--- src/rtl/muldiv_pkg.sv ---
// Shared op encodings and state type for the iterative multiply/divide unit.
// The ALU decoder imports the same MD_* constants.
package muldiv_pkg;

  localparam logic [1:0] MD_MULT  = 2'b00;
  localparam logic [1:0] MD_MULTU = 2'b01;
  localparam logic [1:0] MD_DIV   = 2'b10;
  localparam logic [1:0] MD_DIVU  = 2'b11;

  typedef enum logic [1:0] {
    IDLE = 2'b00,
    CALC = 2'b01,
    FIX  = 2'b10
  } md_state_e;

  function automatic logic md_is_div(input logic [1:0] op);
    return op[1];
  endfunction

  function automatic logic md_is_signed(input logic [1:0] op);
    return ~op[0];
  endfunction

endpackage

--- src/rtl/muldiv_negate.sv ---
// Conditional two's-complement negate, used for operand magnitudes and result fix-up.
module muldiv_negate #(
  parameter int W = 32
) (
  input  logic         neg,
  input  logic [W-1:0] x,
  output logic [W-1:0] y
);

  assign y = neg ? (~x + {{(W-1){1'b0}}, 1'b1}) : x;

endmodule

--- src/rtl/muldiv_unit.sv ---
// Iterative shift-add multiplier / restoring divider, one bit per cycle,
// with start/busy/done handshake, cancel and defined divide-by-zero result.
module muldiv_unit
  import muldiv_pkg::*;
#(
  parameter int WIDTH = 32
) (
  input  logic             clk,
  input  logic             rst,
  input  logic             start,
  input  logic [1:0]       op,
  input  logic [WIDTH-1:0] a,
  input  logic [WIDTH-1:0] b,
  input  logic             cancel,
  output logic             busy,
  output logic             done,
  output logic [WIDTH-1:0] hi,
  output logic [WIDTH-1:0] lo
);

  localparam int CW = $clog2(WIDTH) + 1;
  localparam logic [CW-1:0]    CNT_ZERO  = {CW{1'b0}};
  localparam logic [CW-1:0]    CNT_ONE   = CW'(1);
  localparam logic [CW-1:0]    LAST_ITER = CW'(WIDTH - 1);
  localparam logic [WIDTH-1:0] ZERO_W    = {WIDTH{1'b0}};
  localparam logic [WIDTH-1:0] ONES_W    = {WIDTH{1'b1}};

  md_state_e        state_r;
  logic [CW-1:0]    cnt_r;
  logic             busy_r, done_r;
  logic             is_div_r, res_sign_r, rem_sign_r, dbz_r;
  logic [WIDTH-1:0] acc_hi_r, acc_lo_r, opnd_r, a_raw_r;
  logic [WIDTH-1:0] hi_r, lo_r;

  logic             a_neg_s, b_neg_s, accept_s;
  logic [WIDTH-1:0] a_mag_s, b_mag_s;
  logic [WIDTH:0]   mul_sum_s, div_shift_s, div_diff_s;
  logic [WIDTH-1:0] acc_hi_nxt_s, acc_lo_nxt_s;
  logic [2*WIDTH-1:0] prod_fix_s;
  logic [WIDTH-1:0] quo_fix_s, rem_fix_s, hi_res_s, lo_res_s;

  assign accept_s = start & ~cancel;
  assign a_neg_s  = md_is_signed(op) & a[WIDTH-1];
  assign b_neg_s  = md_is_signed(op) & b[WIDTH-1];

  muldiv_negate #(.W(WIDTH)) u_abs_a (.neg(a_neg_s), .x(a), .y(a_mag_s));
  muldiv_negate #(.W(WIDTH)) u_abs_b (.neg(b_neg_s), .x(b), .y(b_mag_s));

  muldiv_negate #(.W(2*WIDTH)) u_fix_prod (
    .neg(res_sign_r), .x({acc_hi_r, acc_lo_r}), .y(prod_fix_s));
  muldiv_negate #(.W(WIDTH)) u_fix_quo (.neg(res_sign_r), .x(acc_lo_r), .y(quo_fix_s));
  muldiv_negate #(.W(WIDTH)) u_fix_rem (.neg(rem_sign_r), .x(acc_hi_r), .y(rem_fix_s));

  // One iteration step; the W+1-bit trial value is the shifted partial remainder.
  always_comb begin
    mul_sum_s    = {1'b0, acc_hi_r} + (acc_lo_r[0] ? {1'b0, opnd_r} : {(WIDTH+1){1'b0}});
    div_shift_s  = {acc_hi_r, acc_lo_r[WIDTH-1]};
    div_diff_s   = div_shift_s - {1'b0, opnd_r};
    acc_hi_nxt_s = acc_hi_r;
    acc_lo_nxt_s = acc_lo_r;
    if (is_div_r) begin
      // A set top bit of the difference is the borrow: restore.
      if (div_diff_s[WIDTH]) begin
        acc_hi_nxt_s = div_shift_s[WIDTH-1:0];
        acc_lo_nxt_s = {acc_lo_r[WIDTH-2:0], 1'b0};
      end else begin
        acc_hi_nxt_s = div_diff_s[WIDTH-1:0];
        acc_lo_nxt_s = {acc_lo_r[WIDTH-2:0], 1'b1};
      end
    end else begin
      acc_hi_nxt_s = mul_sum_s[WIDTH:1];
      acc_lo_nxt_s = {mul_sum_s[0], acc_lo_r[WIDTH-1:1]};
    end
  end

  // Final result selection, including the divide-by-zero override.
  always_comb begin
    hi_res_s = rem_fix_s;
    lo_res_s = quo_fix_s;
    if (!is_div_r) begin
      hi_res_s = prod_fix_s[2*WIDTH-1:WIDTH];
      lo_res_s = prod_fix_s[WIDTH-1:0];
    end else if (dbz_r) begin
      hi_res_s = a_raw_r;
      lo_res_s = ONES_W;
    end else begin
      hi_res_s = rem_fix_s;
      lo_res_s = quo_fix_s;
    end
  end

  // Control FSM: state, iteration counter and handshake outputs.
  always_ff @(posedge clk or negedge rst) begin
    if (!rst) begin
      state_r <= IDLE;
      cnt_r   <= CNT_ZERO;
      busy_r  <= 1'b0;
      done_r  <= 1'b0;
    end else begin
      done_r <= 1'b0;
      case (state_r)
        IDLE: begin
          if (accept_s) begin
            state_r <= CALC;
            cnt_r   <= CNT_ZERO;
            busy_r  <= 1'b1;
          end
        end
        CALC: begin
          if (cancel) begin
            state_r <= IDLE;
            busy_r  <= 1'b0;
          end else begin
            cnt_r <= cnt_r + CNT_ONE;
            if (cnt_r == LAST_ITER) begin
              state_r <= FIX;
            end
          end
        end
        FIX: begin
          state_r <= IDLE;
          busy_r  <= 1'b0;
          done_r  <= ~cancel;
        end
        default: begin
          state_r <= IDLE;
          busy_r  <= 1'b0;
        end
      endcase
    end
  end

  // Datapath: operand latch, shared accumulator pair and result registers.
  always_ff @(posedge clk or negedge rst) begin
    if (!rst) begin
      is_div_r   <= 1'b0;
      res_sign_r <= 1'b0;
      rem_sign_r <= 1'b0;
      dbz_r      <= 1'b0;
      acc_hi_r   <= ZERO_W;
      acc_lo_r   <= ZERO_W;
      opnd_r     <= ZERO_W;
      a_raw_r    <= ZERO_W;
      hi_r       <= ZERO_W;
      lo_r       <= ZERO_W;
    end else begin
      case (state_r)
        IDLE: begin
          if (accept_s) begin
            is_div_r   <= md_is_div(op);
            res_sign_r <= a_neg_s ^ b_neg_s;
            rem_sign_r <= a_neg_s;
            dbz_r      <= (b == ZERO_W);
            a_raw_r    <= a;
            acc_hi_r   <= ZERO_W;
            // Divide shifts the dividend out of lo; multiply shifts the multiplier.
            acc_lo_r   <= md_is_div(op) ? a_mag_s : b_mag_s;
            opnd_r     <= md_is_div(op) ? b_mag_s : a_mag_s;
          end
        end
        CALC: begin
          if (!cancel) begin
            acc_hi_r <= acc_hi_nxt_s;
            acc_lo_r <= acc_lo_nxt_s;
          end
        end
        FIX: begin
          if (!cancel) begin
            hi_r <= hi_res_s;
            lo_r <= lo_res_s;
          end
        end
        default: begin
          acc_hi_r <= acc_hi_r;
        end
      endcase
    end
  end

  assign busy = busy_r;
  assign done = done_r;
  assign hi   = hi_r;
  assign lo   = lo_r;

endmodule

--- config.mk ---
export PLATFORM = sky130hd
export DESIGN_NAME = muldiv_unit
export DESIGN_NICKNAME = d
export VERILOG_FILES = /design/src/rtl/muldiv_pkg.sv /design/src/rtl/muldiv_negate.sv /design/src/rtl/muldiv_unit.sv
export SDC_FILE = /design/constraint.sdc
export NUM_CORES = 1
export LEC_CHECK = 0
export BUFFER_PORTS_ARGS = -buffer_cell sky130_fd_sc_hd__buf_4
export CAP_MARGIN = 0
export CORE_ASPECT_RATIO = 0.8
export CORE_MARGIN = 4
export CORE_UTILIZATION = 35
export CTS_BUF_LIST = sky130_fd_sc_hd__clkbuf_8
export CTS_CLUSTER_SIZE = 16
export DETAILED_ROUTE_END_ITERATION = 7
export PLACE_DENSITY = 0.61
export SLEW_MARGIN = 20
export SYNTH_ARGS = -nofsm -noshare
export SYNTH_HDL_FRONTEND = slang
export SYNTH_SLANG_ARGS = --single-unit
export TNS_END_PERCENT = 5
--- constraint.sdc ---
create_clock -name clk -period 3.4 [get_ports clk]
set_input_delay 0 -clock clk [delete_from_list [all_inputs] [get_ports clk]]
set_output_delay 0 -clock clk [all_outputs]
set_load 0.1 [all_outputs]
==> metrics.txt <==
worst endpoint required time about 3.9 ns; Final Util 44.54%; number of CTS-inserted buffers 40; max-slew violations 0; crit end category flop; R2R Setup Slk 0.05 ns; initial antenna violation count 0; clk_lat worst skew 0.62 ns; diodes inserted 0; gpl congestion ~0.99; crit path from acc_lo_r[14]; Synth Instances 2122; minimum clock period 3.350 ns; number of global-route vias before repair 16240; ys async rst share 100.0%; cell mode on critical path o21ai_2; Placeable Area 0.04607 sq mm; share of post-route cells with drive strength above 1 roughly 17%; All-Layer GR Usage between 20% and 30%; Inst Count DP 2870; TNS Setup 0 ns; largest family of logic cells by synthesized area compound AO/OA/AOI/OAI gates; I/O pin count 136; skew final 0.03891 ns; PortBufs 135; Yosys cell types 73; Final period util ~100%; GR Overflow Total 0; 1st-pass router iterations 8; largest net degree at the start of global routing between 70 and 80; failing checks DRC; status finished with violations; Max-cap violations 0; Synth warnings 0; Least-Margin Pin Slew about 0.98 ns; Compound-Gate Fraction of Synth Area roughly 23%; CTS tree done; nets@finish 2519; final hold viol count 0; Post-synth EDFFs 0; WL per Instance 21.49 um; Detailed Place HPWL between 40000 and 50000 um; register area share after synthesis ~31%; Yosys reg bits slightly above 200; Reg2Reg Launch Point acc_lo_r[14]; Synth Area in XOR/XNOR 11.12%; achievable frequency 298.5 MHz; Leak 9.218 nW; # clock sinks between 200 and 250; Antenna Nets Post-Route 0; clk slew on worst S/H paths 0.06 ns; Area Overhead vs Synth 24.61%; Die Y just over 200 um; Root Buffer clkbuf_8; Avg Vias per Cell 5.671; Max Root-Sink Buffers 3; fin cells just over 3000; CP Launch Type flop; Slowest-stage cell, CP or4_4; Synth Area in Simple Gates 19.75%; H-tree Lvls 2; Setup CP Type reg2reg; drt drc 1; DRT Wirelength 64940 um; VDD IR max roughly 310 uV; setup violators final 0; r2r endpoint hi[29]; Initial Util 35.74%; cells on worst reg2reg path 11; RSZ-0062 raised after global routing true; PD cells 702.4 mW/mm^2; WP data arrival 3.80 ns; Hold Slack 0.002617 ns; sequence of cells on the critical path or3_1 > nor3_2 > nand4b_1 > buf_4 > or4_4 > or2_4 > or3_4 > o21ai_2 > xnor2_1 > o21ai_2 > o21ai_1; setup slack after layout 0.05029 ns; Mapped Area 0.01647 sq mm; vias ~17000; top_reg_cell synth dfrtp_1; fill count 4671; first-pass GRT wire length 98150 um; mux cell area share after synthesis 4.810%; # rows 70; Max FO, Critical Path 7; First DRT Iteration DRCs 1989; area share of fa/ha/maj cells after synthesis approximately 5.5%; crit path capture hi[29]; Worst path max stage delay 0.59 ns; Slew HR 34.52%; Die ar. 0.05060 sq mm; Die Wd approximately 250 um; Avg Inst Size Synth 7.760 sq um; synthesized net count approximately 2300; Setup WS pre-CTS -0.1089 ns; min-delay worst type in2async
==> synth_stat cells (5+ instances only) <==
cell type	n	area (sq um)
nand2b_1	11	68.82
or2_2	8	50.05
nand3_1	26	130.1
dfrtp_1	206	5155
mux2i_1	69	690.7
and3_1	6	37.54
nor2_1	209	784.5
nor2b_1	16	100.1
or4_1	8	60.06
or3_1	26	162.7
a211oi_1	11	82.58
o31ai_1	27	202.7
o21a_1	7	52.55
mux2_2	9	101.4
ha_1	69	863.3
a21oi_1	195	975.9
o211ai_1	28	210.2
nand3b_1	5	37.54
buf_2	7	35.03
inv_1	60	225.2
and2_1	15	93.84
o21ai_0	229	1146
a22oi_1	12	90.09
o21ai_1	9	45.04
nor4_1	7	43.79
a22o_1	5	43.79
o22ai_1	11	68.82
o21bai_1	9	67.56
a21o_1	40	300.3
clkbuf_1	112	420.4
or4_4	5	56.30
a31oi_1	8	50.05
nor3_1	28	140.1
buf_1	13	48.80
xor2_1	78	683.2
xnor2_1	131	1147
a41oi_1	5	43.79
nand2_1	317	1190
o41ai_1	7	61.31
nand4_1	12	75.07
o22a_1	7	61.31
==> worst max-delay path: cells and delay by family, from the launching register on <==
family,cells,cell delay [ns]
AOI/OAI and AO/OA,3,0.38
DFF,1,0.44
xor gates and xnor gates,1,0.08
and+or+nand+nor,6,2.10
buffers and inverters,1,0.18
==> layout make-up <==
type | count | area [sq um] | area share (%)
Clock inverter | 22 | 93.84 | 0.4573
Multi-Input combinational cell | 1720 | 10730 | 52.27
Inverter | 61 | 229.0 | 1.116
Sequential cell | 206 | 5161 | 25.15
Clock buffer | 51 | 701.9 | 3.421
Tap cell | 612 | 765.7 | 3.732
Timing Repair Buffer | 349 | 2841 | 13.85
==> repair_timing <==
action / CTS / global route
pin swaps: 2 / 11
setup endpoints to repair: 7 / 29
hold endpoints to repair: 217 / 0
hold buffers: 71 / 0
setup buffers: 2 / 5
resized for setup: 6 / 32
==> cells in the final DEF (no fill, tap or decap), drive strengths merged, types with 7 or more instances in the layout <==
cell type,count
nand2,317
buf,277
o21ai,239
nor2,209
dfrtp,206
a21oi,195
xnor2,131
xor2,78
inv,77
dlygate4sd3,71
mux2i,69
ha,69
clkbuf,52
a21o,40
nor3,29
or3,29
o211ai,28
o31ai,28
nand3,26
nor2b,16
and2,15
or4,13
nand4,12
a22oi,12
a211oi,11
o22ai,11
nand2b,11
or2,10
nor4,10
mux2,9
o21bai,9
a31oi,8
o21a,7
o22a,7
o41ai,7
==> routing by layer <==
layer | up-vias | GRT usage [%] | routed length, um
li1 | 7946 | - | -
met1 | 8231 | 36.76 | 29290
met2 | 847 | 35.96 | 27100
met3 | 109 | 5.751 | 7099
met4 | 0 | 6.100 | 1442
met5 | - | 0 | 0
==> registers in the layout (all words and copies together), names as in the netlist, 2 cells and up <==
register / cells
state_r: 2
acc_hi_r: 32
hi: 32
lo: 32
acc_lo_r: 32
cnt_r: 6
a_raw_r: 32
opnd_r: 32
==> how the worst min path moves through the flow <==
stage | slack [ns] | endpoint
floorplan | -0.30 | a_raw_r[0]
global placement | 0.09 | a_raw_r[17]
detailed placement | 0.1 | hi[8]
CTS | 0.004 | a_raw_r[27]
global route | 0.06 | acc_hi_r[15]
finish | 0.003 | acc_hi_r[15]
==> where the power goes <==
group	internal, mW	switching, mW	total [mW]	leakage [nW]
clock network	1.35	1.21	2.55	0.476
registers	2.86	0.551	3.41	2.66
logic	3.56	4.89	8.45	6.08
total	7.76	6.65	14.4	9.22
==> cells by family after synthesis <==
group,count (synthesis)
AND/OR/NAND/NOR,722
buffers and inverters,196
multiplexers,78
adder cells (fa/ha/maj),71
flip-flops,206
AO/OA/AOI/OAI,640
XOR/XNOR,209
==> per-stage QoR <==
stage          area [sq um]  power (mW)
2_1_floorplan         16470       8.693
3_3_place_gp          18820       11.35
3_5_place_dp          18820       11.42
4_1_cts               20370       14.13
5_1_grt               20520       15.32
6_report              20520       14.41
Note: power is estimated with default switching activity, not from simulation.
